`src/rtl/pipe_stage_reg.sv`:
```
// Pipeline stage register with valid/ready handshake, optional two-entry skid, flush and bubble-masked control.
// Latency 1 cycle; SKID=1 registers in_ready (drops one cycle after stall, skid absorbs), SKID=0 in_ready = !valid | out_ready.
module pipe_stage_reg #(
  parameter int CTRL_W = 3,
  parameter int DATA_W = 101,
  parameter bit SKID   = 1'b1
) (
  input  logic              clk,
  input  logic              rst_n,
  input  logic              in_valid,
  output logic              in_ready,
  input  logic [CTRL_W-1:0] in_ctrl,
  input  logic [DATA_W-1:0] in_data,
  output logic              out_valid,
  input  logic              out_ready,
  output logic [CTRL_W-1:0] out_ctrl,
  output logic [DATA_W-1:0] out_data,
  input  logic              flush,
  output logic [1:0]        occupancy
);

  generate
    if (SKID) begin : g_skid
      typedef enum logic [1:0] {
        EMPTY = 2'd0,
        ONE   = 2'd1,
        TWO   = 2'd2
      } state_t;

      state_t            state, state_nxt;
      logic              rdy_q;
      logic              accept, emit;
      logic [CTRL_W-1:0] main_ctrl, skid_ctrl;
      logic [DATA_W-1:0] main_data, skid_data;

      assign accept = in_valid & rdy_q;
      assign emit   = (state != EMPTY) & out_ready;

      always_comb begin
        state_nxt = state;
        if (flush) begin
          state_nxt = EMPTY;
        end else begin
          case (state)
            EMPTY: if (accept) state_nxt = ONE;
            ONE: begin
              if (accept && !emit)      state_nxt = TWO;
              else if (!accept && emit) state_nxt = EMPTY;
            end
            TWO:     if (emit) state_nxt = ONE;
            default: state_nxt = EMPTY;
          endcase
        end
      end

      always_ff @(posedge clk or negedge rst_n) begin
        if (!rst_n) begin
          state     <= EMPTY;
          rdy_q     <= 1'b0;
          main_ctrl <= '0;
          main_data <= '0;
          skid_ctrl <= '0;
          skid_data <= '0;
        end else begin
          state <= state_nxt;
          // Registered ready: only a full skid blocks upstream next cycle.
          rdy_q <= (state_nxt != TWO);
          if (flush) begin
            main_ctrl <= '0;
            skid_ctrl <= '0;
          end else begin
            case (state)
              EMPTY: begin
                if (accept) begin
                  main_ctrl <= in_ctrl;
                  main_data <= in_data;
                end
              end
              ONE: begin
                if (accept && emit) begin
                  main_ctrl <= in_ctrl;
                  main_data <= in_data;
                end else if (accept) begin
                  skid_ctrl <= in_ctrl;
                  skid_data <= in_data;
                end
              end
              TWO: begin
                if (emit) begin
                  main_ctrl <= skid_ctrl;
                  main_data <= skid_data;
                end
              end
              default: ;
            endcase
          end
        end
      end

      assign in_ready  = rdy_q;
      assign out_valid = (state != EMPTY);
      assign out_ctrl  = (state != EMPTY) ? main_ctrl : '0;
      assign out_data  = main_data;
      assign occupancy = (state == TWO) ? 2'd2 : (state == ONE) ? 2'd1 : 2'd0;
    end else begin : g_single
      logic              main_valid;
      logic              accept, emit;
      logic [CTRL_W-1:0] main_ctrl;
      logic [DATA_W-1:0] main_data;

      assign in_ready = !main_valid | out_ready;
      assign accept   = in_valid & in_ready;
      assign emit     = main_valid & out_ready;

      always_ff @(posedge clk or negedge rst_n) begin
        if (!rst_n) begin
          main_valid <= 1'b0;
          main_ctrl  <= '0;
          main_data  <= '0;
        end else if (flush) begin
          main_valid <= 1'b0;
          main_ctrl  <= '0;
        end else if (accept) begin
          main_valid <= 1'b1;
          main_ctrl  <= in_ctrl;
          main_data  <= in_data;
        end else if (emit) begin
          main_valid <= 1'b0;
        end
      end

      assign out_valid = main_valid;
      assign out_ctrl  = main_valid ? main_ctrl : '0;
      assign out_data  = main_data;
      assign occupancy = {1'b0, main_valid};
    end
  endgenerate

endmodule

```
`config.mk`:
```
export PLATFORM = sky130hd
export DESIGN_NAME = pipe_stage_reg
export DESIGN_NICKNAME = d
export VERILOG_FILES = /design/src/rtl/pipe_stage_reg.sv
export SDC_FILE = /design/constraint.sdc
export NUM_CORES = 1
export LEC_CHECK = 0
export CELL_PAD_IN_SITES_DETAIL_PLACEMENT = 0
export CELL_PAD_IN_SITES_GLOBAL_PLACEMENT = 1
export CORE_MARGIN = 3
export CORE_UTILIZATION = 40
export DETAILED_ROUTE_END_ITERATION = 12
export MAX_ROUTING_LAYER = met4
export PLACE_DENSITY = 0.81
export SYNTH_ARGS = -nofsm -noshare
export SYNTH_HDL_FRONTEND = slang
export SYNTH_SLANG_ARGS = --single-unit
```
`constraint.sdc`:
```
create_clock -name clk -period 2.4 [get_ports clk]
set_input_delay 0.6 -clock clk [delete_from_list [all_inputs] [get_ports clk]]
set_output_delay 0.6 -clock clk [all_outputs]
set_load 0.01 [all_outputs]
```
Word-level counts from Yosys, hierarchy flattened:

Index checks and enable logic that the tools add are counted.

* eq/ne operators: 10
* muxes and demuxes: 21
* bitwise operators: 4
* reduce and logical (&&, ||, !) cells: 15

Operators by type and width (number)
* 101-bit two-way mux: 3
* 101-bit one-hot mux with 3 select lines: 1
* 3-bit two-way mux: 8
* 2-bit two-way mux: 6
* 2-bit inequality test, second input constant: 5
* 3-bit inequality test, second input constant: 3
* 3-bit one-hot mux with 3 select lines: 1
* 4-bit AND reduction: 2
* 2-bit one-hot mux with 3 select lines: 1
* 2-bit nonzero test: 3
* 5-bit AND reduction: 1
* 4-bit nonzero test: 1
* 1-bit logical AND: 3
* 3-bit AND reduction: 1
* 3-bit nonzero test: 1
* 1-bit bitwise AND: 2
* 2-bit by 1-bit == test with 1-bit output, second input constant: 1
* 2-bit == test, second input constant: 1
* 1-bit logical NOT: 2
* 2-bit logical NOT: 1
* 1-bit inverter: 2
* 1-bit two-way mux: 1

* bits in registers: 211
* input port bits: 109
* output and inout port bits: 108
* logic and storage cells: 56

Longest topological paths before layout:

Gate-level depths: netlist of run 1.

* depth in word-level cells: 8
* gate-level depth with buffers: 9
* mapped depth without buffers: 6

Worst setup path after synthesis of run 1:

Ideal clock, no wire load.

* kind: flip-flop to flip-flop
* start point: register g_skid.state[0]
* end point: register g_skid.skid_data[10]
* library setup time: 125 ps
* arrival: 1873 ps
* required time: 2275 ps
* slack: 402 ps
* cell stages (with the launch flop): 9
* buffers on the path: 2
* period minus slack after synthesis: 1998 ps
* cell sequence: dfrtp_1 inv_1 ha_1 or2b_1 nand3_2 nor2_1 buf_4 buf_6 mux2_2

* word-level cells in the longest chain between the ends: 5
* elaborated cells on any way between the ends: 6
* those cells by class: 1 x eq/ne; 2 x bitwise; 3 x reduce/logical

RTL lines
* from (decl): RTL line 30 `state_t state, state_nxt;`
* from (signal assigned): RTL line 65 `state <= state_nxt;`
* 2-bit nonzero test: RTL line 37 `assign emit = (state != EMPTY) & out_ready;`
* 1-bit bitwise AND: RTL line 37
* 1-bit logical AND: RTL line 80 `if (accept && emit) begin`
* 1-bit inverter (no line)
* 4-bit AND reduction (no line) (*)
* to (signal assigned): RTL line 85 `skid_data <= in_data;`
* to (decl): RTL line 34 `logic [DATA_W-1:0] main_data, skid_data;`

Mark *: on every way between the ends. The rest lies on a longest branch, timed or not.
A chain may end at the register's enable or synchronous reset.

Final worst setup path of run 1:

* start point: register g_skid.state[1]
* end point: output port occupancy[0]

* word-level cells in the longest chain between the ends: 3
* elaborated cells on any way between the ends: 4
* those cells by class: 2 x eq/ne; 2 x mux

RTL lines
* 2-bit by 1-bit == test with 1-bit output: RTL line 104 `assign occupancy = (state == TWO) ? 2'd2 : (state == ONE) ? 2'd1 : 2'd0;`
* 1-bit two-way mux: RTL line 104
* 2-bit two-way mux (*): RTL line 104
* to (decl): RTL line 19 `output logic [1:0] occupancy`

Marks and branches as above.

==> results of run 1 <==
what timing repair did:
action,CTS,global route
buffers inserted,1,0
pin swaps,1,0
hold buffers,0,0
resized for setup,8,6
endpoints found under the setup margin,6,4
Yosys cell counts:
| master | number | area (um2) |
|---|---|---|
| dfrtp_1 | 211 | 5280 |
| mux2i_1 | 107 | 1070 |
| a21oi_1 | 104 | 521 |
| a31oi_1 | 101 | 632 |
| mux2_2 | 101 | 1140 |
| clkbuf_1 | 28 | 105 |
| buf_2 | 25 | 125 |
| buf_6 | 10 | 113 |
| buf_4 | 5 | 37.5 |
| nor2_1 | 5 | 18.8 |
| ha_1 | 4 | 50.1 |
| inv_1 | 4 | 15.0 |
| a311oi_1 | 3 | 26.3 |
| nor2b_1 | 3 | 18.8 |
| o21ai_0 | 3 | 15.0 |
| buf_1 | 2 | 7.51 |
| nand2_1 | 2 | 7.51 |
| a21boi_0 | 1 | 7.51 |
| a221oi_1 | 1 | 8.76 |
| a32oi_1 | 1 | 8.76 |
| and2_1 | 1 | 6.26 |
| nand3_2 | 1 | 10.0 |
| nand4b_1 | 1 | 8.76 |
| nor3_1 | 1 | 5.00 |
| o311ai_1 | 1 | 8.76 |
| or2_2 | 1 | 6.26 |
| or2b_1 | 1 | 7.51 |
| or3_1 | 1 | 6.26 |
| or3b_1 | 1 | 8.76 |
| xor2_1 | 1 | 8.76 |
critical path: cells and delay by family, from the launching register on:
| kind | cells | cell delay (ns) |
|---|---|---|
| buf+inv | 2 | 0.46 |
| flops | 1 | 0.42 |
| fa+ha+maj | 1 | 0.30 |
metal layers:
layer  vias to the layer above  part of all wire
met5                         -                 0
li1                       3167                 -
met4                         0             0.021
met2                       158              0.48
met3                        36             0.067
met1                      3252              0.43
sequential cells by signal, summed over array words and instances (netlist names):
name / flops
g_skid.state: 2
g_skid.skid_data: 101
in_ready: 1
out_data: 101
g_skid.skid_ctrl: 3
g_skid.main_ctrl: 3
where the power goes:
group	leakage [nW]	switching (mW)	internal, mW
registers	2.43	0.823	5.15
clock network	0.356	1.42	2.01
logic	2.19	2.07	2.92
total	4.98	4.31	10.1
logic make-up (layout without fill, tap and decap cells):
logic type               Yosys count  after routing
AO/OA/AOI/OAI                    215            215
XOR/XNOR                           1              1
adder cells (fa/ha/maj)            4              4
buffers and inverters             74            303
flip-flops                       211            211
multiplexers                     208            208
other                              0              2
AND/OR/NAND/NOR                   18             18
cell type report:
| type | instances | area [um2] |
|---|---|---|
| clock inverter | 6 | 38.8 |
| clock buffer | 37 | 701 |
| timing repair buffer | 256 | 2750 |
| inverter | 4 | 15.0 |
| multi-input combinational | 446 | 3660 |
| fill | 1916 | 9910 |
| antenna | 2 | 5.00 |
| sequential | 211 | 5280 |
| tap | 285 | 357 |
per-stage QoR:
step	setup TNS [ns]	worst slack (ns)	total power [mW]	hold WS, ns	area (um2)
finish	0	0.114	14.4	0.0301	12800
global route	0	0.0121	15.3	0.0506	12800
CTS	-0.00379	-0.00379	14.6	0.0420	12800
detailed placement	-0.380	-0.0552	11.1	0.495	12000
global placement	0	0.0228	10.9	0.488	12000
floorplan	0	0.402	8.45	0.304	9280
worst min-delay path by stage:
stage	depth (start not counted)	endpoint	startpoint	slack [ns]
5_1_grt	1	g_skid.skid_data[58]	rst_n	0.05
3_5_place_dp	1	g_skid.skid_data[75]	g_skid.skid_data[75]	0.50
3_3_place_gp	1	g_skid.skid_data[18]	g_skid.skid_data[18]	0.49
2_1_floorplan	0	g_skid.main_ctrl[0]	rst_n	0.30
6_report	1	g_skid.skid_data[58]	rst_n	0.03
4_1_cts	1	g_skid.skid_data[58]	rst_n	0.04
==> flow_summary_export.csv, run 1 <==
group,metric,value,unit
critical_path,critPathCapture,"occupancy[0]",
detailed_routing,firstDrtPassIters,6,
final_layout,drive_gt1_frac,0.194,
synthesis,syn_area,0.00928,mm2
critical_path,r2r_end,"out_data[45]",
run,maxCapViolations,0,
detailed_routing,wl_per_cell,17.8,um
global_route,grt_max_degree,66,
critical_path,crit_start,"g_skid.state[1]",
critical_path,endpoint_kind,"primary output",
sta,fin_crit_sh,0.952,
clock_tree,cts-root-buf,"clkbuf_16",
detailed_routing,postRouteAntennaNets,0,
global_route,grt.total_usage,0.179,
critical_path,path_class,"reg -> out",
sta,slew_viol_final,0,
global_route,grt_use_met3,0.0468,
synthesis,postSynthCellCount,731,
final_layout,final_cell_mix,"dfrtp_1, clkdlybuf4s50_1, mux2i_1",
global_route,use_met2,0.279,
synthesis,synthMuxAreaShare,0.238,
sta,maxSlewHeadroom,0.648,
power_and_ir_drop,vdd_drop_max,730,uV
clock_tree,clk_latency,0.51,ns
clock_tree,htree_num_levels,1,
synthesis,synth_xor_area_frac,0.000944,
synthesis,synth_top_family_by_area,"multiplexers",
synthesis,ys_seq_elements,211,
final_layout,fin_util,0.564,
floorplanning,core_area,0.0227,mm2
final_layout,area_delta_synth_final,37.9,%
global_route,use_met1,0.235,
floorplanning,die_y,158,um
final_layout,final_common_cell,"dfrtp_1",
sta,worst_pin_slew,0.528,ns
global_route,antenna_found_initial,2,
global_route,grt-busiest-layer,"met2",
power_and_ir_drop,pwr_density_cell,1120,mW/mm2
floorplanning,die_w,158,um
clock_tree,cts_max_path_buffers,3,
clock_tree,cts_num_sinks,211,
power_and_ir_drop,p_leak,4.98,nW
clock_tree,cts_buffers,24,
outcome,status,"finished, final reports clean",
critical_path,r2r_cells,9,
detailed_routing,drt-vias-per-instance,5.30,
global_route,grt_pass1_vias,6496,
critical_path,crit_chain,"inv_1, ha_2, dlygate4sd2_1",
sta,rsz0062_at_grt,"false",
critical_path,crit_path_start_kind,"register",
floorplanning,rows,55,
floorplanning,pin_count,217,
global_route,grt_pass1_wl,35000,um
synthesis,seq_area_frac_synth,0.569,
synthesis,syn_nets,844,
critical_path,worstPathArrival,1.69,ns
clock_tree,tritoncts,"done",
detailed_routing,routed_wl,22200,um
sta,fin_skew,0.0147,ns
sta,hold_violations,0,
sta,setup_violations,0,
detailed_routing,drt_iter0_drc,381,
critical_path,cp_max_fo,6,
placed_design,gp_congestion,0.727,
detailed_routing,num_vias,6613,
placed_design,io_buffers,216,
clock_tree,path_clk_slew,0.06,ns
final_layout,nets,1056,
hold_path,min_path_type,"in -> async",
floorplanning,die_area,0.0251,mm2
critical_path,worstPathRequired,1.80,ns
critical_path,r2r_slack,0.30,ns
sta,max_freq,437,MHz
synthesis,yosys.area_share.simple,0.0112,
floorplanning,start_util,0.409,
sta,period_needed,2.29,ns
final_layout,fin_cells,1247,
critical_path,slowest_stage,"dfrtp_1",
critical_path,r2r-start,"g_skid.state[1]",
synthesis,synth-compound-area-share,0.132,
placed_design,dp_cells,1201,
critical_path,max_stage_delay,0.42,ns
placed_design,hpwl,14900,um
synthesis,yosysWarnings,0,
synthesis,synthAdderAreaFrac,0.00539,
synthesis,avgSynthCellArea,12.7,um2
synthesis,synth_cell_type_count,30,
detailed_routing,drc,0,
global_route,grt-ovfl-total,0,
(Power assumes the default switching activity.)
==> inputs of run 2 (changes only) <==
--- a/config.mk
+++ b/config.mk
@@ -12,6 +12,7 @@
 export DETAILED_ROUTE_END_ITERATION = 12
 export MAX_ROUTING_LAYER = met4
 export PLACE_DENSITY = 0.81
+export SLEW_MARGIN = 20
 export SYNTH_ARGS = -nofsm -noshare
 export SYNTH_HDL_FRONTEND = slang
 export SYNTH_SLANG_ARGS = --single-unit
==> results of run 2 <==
No change in the layout: final DEF, timing and power equal those of run 1.
==> inputs of run 3 (changes only) <==
--- a/config.mk
+++ b/config.mk
@@ -11,8 +11,8 @@
 export CORE_UTILIZATION = 40
 export DETAILED_ROUTE_END_ITERATION = 12
 export MAX_ROUTING_LAYER = met4
-export PLACE_DENSITY = 0.81
-export SLEW_MARGIN = 20
+export PLACE_DENSITY = 0.91
+export SLEW_MARGIN = 15
 export SYNTH_ARGS = -nofsm -noshare
 export SYNTH_HDL_FRONTEND = slang
 export SYNTH_SLANG_ARGS = --single-unit
==> flow_summary_export.csv, run 3 (synthesized netlist as in run 1, its figures left out) <==
group,metric,value,unit
outcome,status,"finished, final reports clean",
sta,hold_violations,0,
clock_tree,htree_num_levels,1,
hold_path,min_path_type,"in -> async",
floorplanning,die_y,158,um
final_layout,final_common_cell,"dfrtp_1",
critical_path,crit_path_start_kind,"register",
final_layout,fin_cells,1228,
detailed_routing,num_vias,6545,
placed_design,gp_congestion,0.760,
critical_path,cp_max_fo,6,
global_route,grt.total_usage,0.175,
sta,holdWs,0.0553,ns
detailed_routing,postRouteAntennaNets,0,
sta,fin_crit_sh,0.970,
sta,max_freq,429,MHz
clock_tree,cts_buffers,23,
floorplanning,rows,55,
clock_tree,path_clk_slew,0.06,ns
final_layout,area_delta_synth_final,36.2,%
detailed_routing,drt_iter0_drc,440,
global_route,grt_pass1_vias,6467,
clock_tree,clk_latency,0.50,ns
sta,setup_violations,0,
critical_path,r2r-start,"g_skid.state[1]",
final_layout,antenna_cells,0,
clock_tree,cts-root-buf,"clkbuf_16",
power_and_ir_drop,pwr_density_cell,1130,mW/mm2
sta,period_needed,2.33,ns
final_layout,fin_area,0.0126,mm2
run,maxCapViolations,0,
critical_path,endpoint_kind,"primary output",
floorplanning,die_area,0.0251,mm2
final_layout,final_cell_mix,"dfrtp_1, clkdlybuf4s50_1, mux2i_1",
final_layout,nets,1043,
critical_path,worstPathRequired,1.80,ns
sta,maxSlewHeadroom,0.592,
sta,rsz0062_at_grt,"true",
placed_design,io_buffers,216,
power_and_ir_drop,p_total,14.3,mW
global_route,grt_pass1_wl,34500,um
detailed_routing,drt-vias-per-instance,5.33,
clock_tree,tritoncts,"done",
sta,fin_skew,0.00772,ns
final_layout,drive_gt1_frac,0.181,
global_route,antenna_found_initial,0,
detailed_routing,routed_wl,22000,um
power_and_ir_drop,p_leak,4.90,nW
sta,worst_pin_slew,0.612,ns
placed_design,dpl_cell_area,0.0119,mm2
critical_path,r2r_cells,9,
floorplanning,die_w,158,um
detailed_routing,wl_per_cell,18.0,um
critical_path,r2r_slack,0.21,ns
sta,slew_viol_final,0,
floorplanning,core_area,0.0227,mm2
clock_tree,cts_max_path_buffers,3,
critical_path,path_class,"reg -> out",
power_and_ir_drop,vdd_drop_max,644,uV
floorplanning,start_util,0.409,
floorplanning,pin_count,217,
detailed_routing,drc,0,
critical_path,r2r_end,"out_data[55]",
detailed_routing,firstDrtPassIters,4,
placed_design,hpwl,14400,um
critical_path,worstPathArrival,1.73,ns
clock_tree,post_cts_buffers,0,
global_route,grt_max_degree,74,
placed_design,dp_cells,1190,
clock_tree,cts_num_sinks,211,
global_route,grt-ovfl-total,0,
run 3: changes by cell type in the layout (fill, tap and decap cells not counted), moves of 2 or more:
cell	change
buf_12	-3
buf_4	-9
clkbuf_1	-3
clkbuf_16	-2
clkbuf_2	-2
clkbuf_8	+3
clkinvlp_4	-2
diode_2	-2
dlygate4sd2_1	+4
run 3: final cells by class:
| cell class | count | area [um2] |
|---|---|---|
| multi-input combinational | 446 | 3660 |
| clock buffer | 34 | 667 |
| sequential | 211 | 5280 |
| fill | 1913 | 10100 |
| timing repair buffer | 244 | 2620 |
| clock inverter | 4 | 45.0 |
| inverter | 4 | 15.0 |
| tap | 285 | 357 |
run 3: how the worst max path moves through the flow:
stage,start,endpoint,slack (ns),depth (start not counted)
after floorplan,g_skid.state[0],g_skid.skid_data[10],0.40,8
after global placement,out_ready,g_skid.skid_data[35],-0.02,6
after detailed placement,in_valid,out_data[42],-0.09,8
after CTS,g_skid.state[0],out_ctrl[1],0.04,4
after global routing,g_skid.state[1],occupancy[0],-0.02,3
final,g_skid.state[1],occupancy[0],0.07,3
run 3: power breakdown:
part	switching, mW	total [mW]	internal, mW
Sequential	0.847	6.00	5.16
Combinational	2.08	4.95	2.87
Clock	1.36	3.37	2.01
Total	4.29	14.3	10.0
run 3: what timing repair did:
action	CTS	global route
hold endpoints to repair	0	0
gates resized for setup	9	1
hold buffers	0	0
setup endpoints to repair	6	4
run 3: per-stage QoR:
| step | util | TNS [ns] | worst slack [ns] |
|---|---|---|---|
| after floorplan | - | 0 | 0.402 |
| after global placement | 0.525 | -1.53 | -0.0244 |
| after detailed placement | 0.525 | -7.39 | -0.0922 |
| after CTS | 0.557 | 0 | 0.0438 |
| after global routing | 0.557 | -0.0189 | -0.0189 |
| final | 0.557 | 0 | 0.0713 |
run 3: worst max-delay path, cell delays in order, from the launching register on:
cell           delay (ns)
dfrtp_1              0.42
inv_1                0.16
ha_2                 0.30
dlygate4sd2_1        0.35
run 3: layer usage:
layer | vias to the layer above | GRT usage | wire length [um]
met5 | - | - | 0
met3 | 34 | 0.0421 | 1460
met4 | 0 | 0.0389 | 378
li1 | 3113 | - | -
met2 | 164 | 0.281 | 10600
met1 | 3234 | 0.228 | 9570
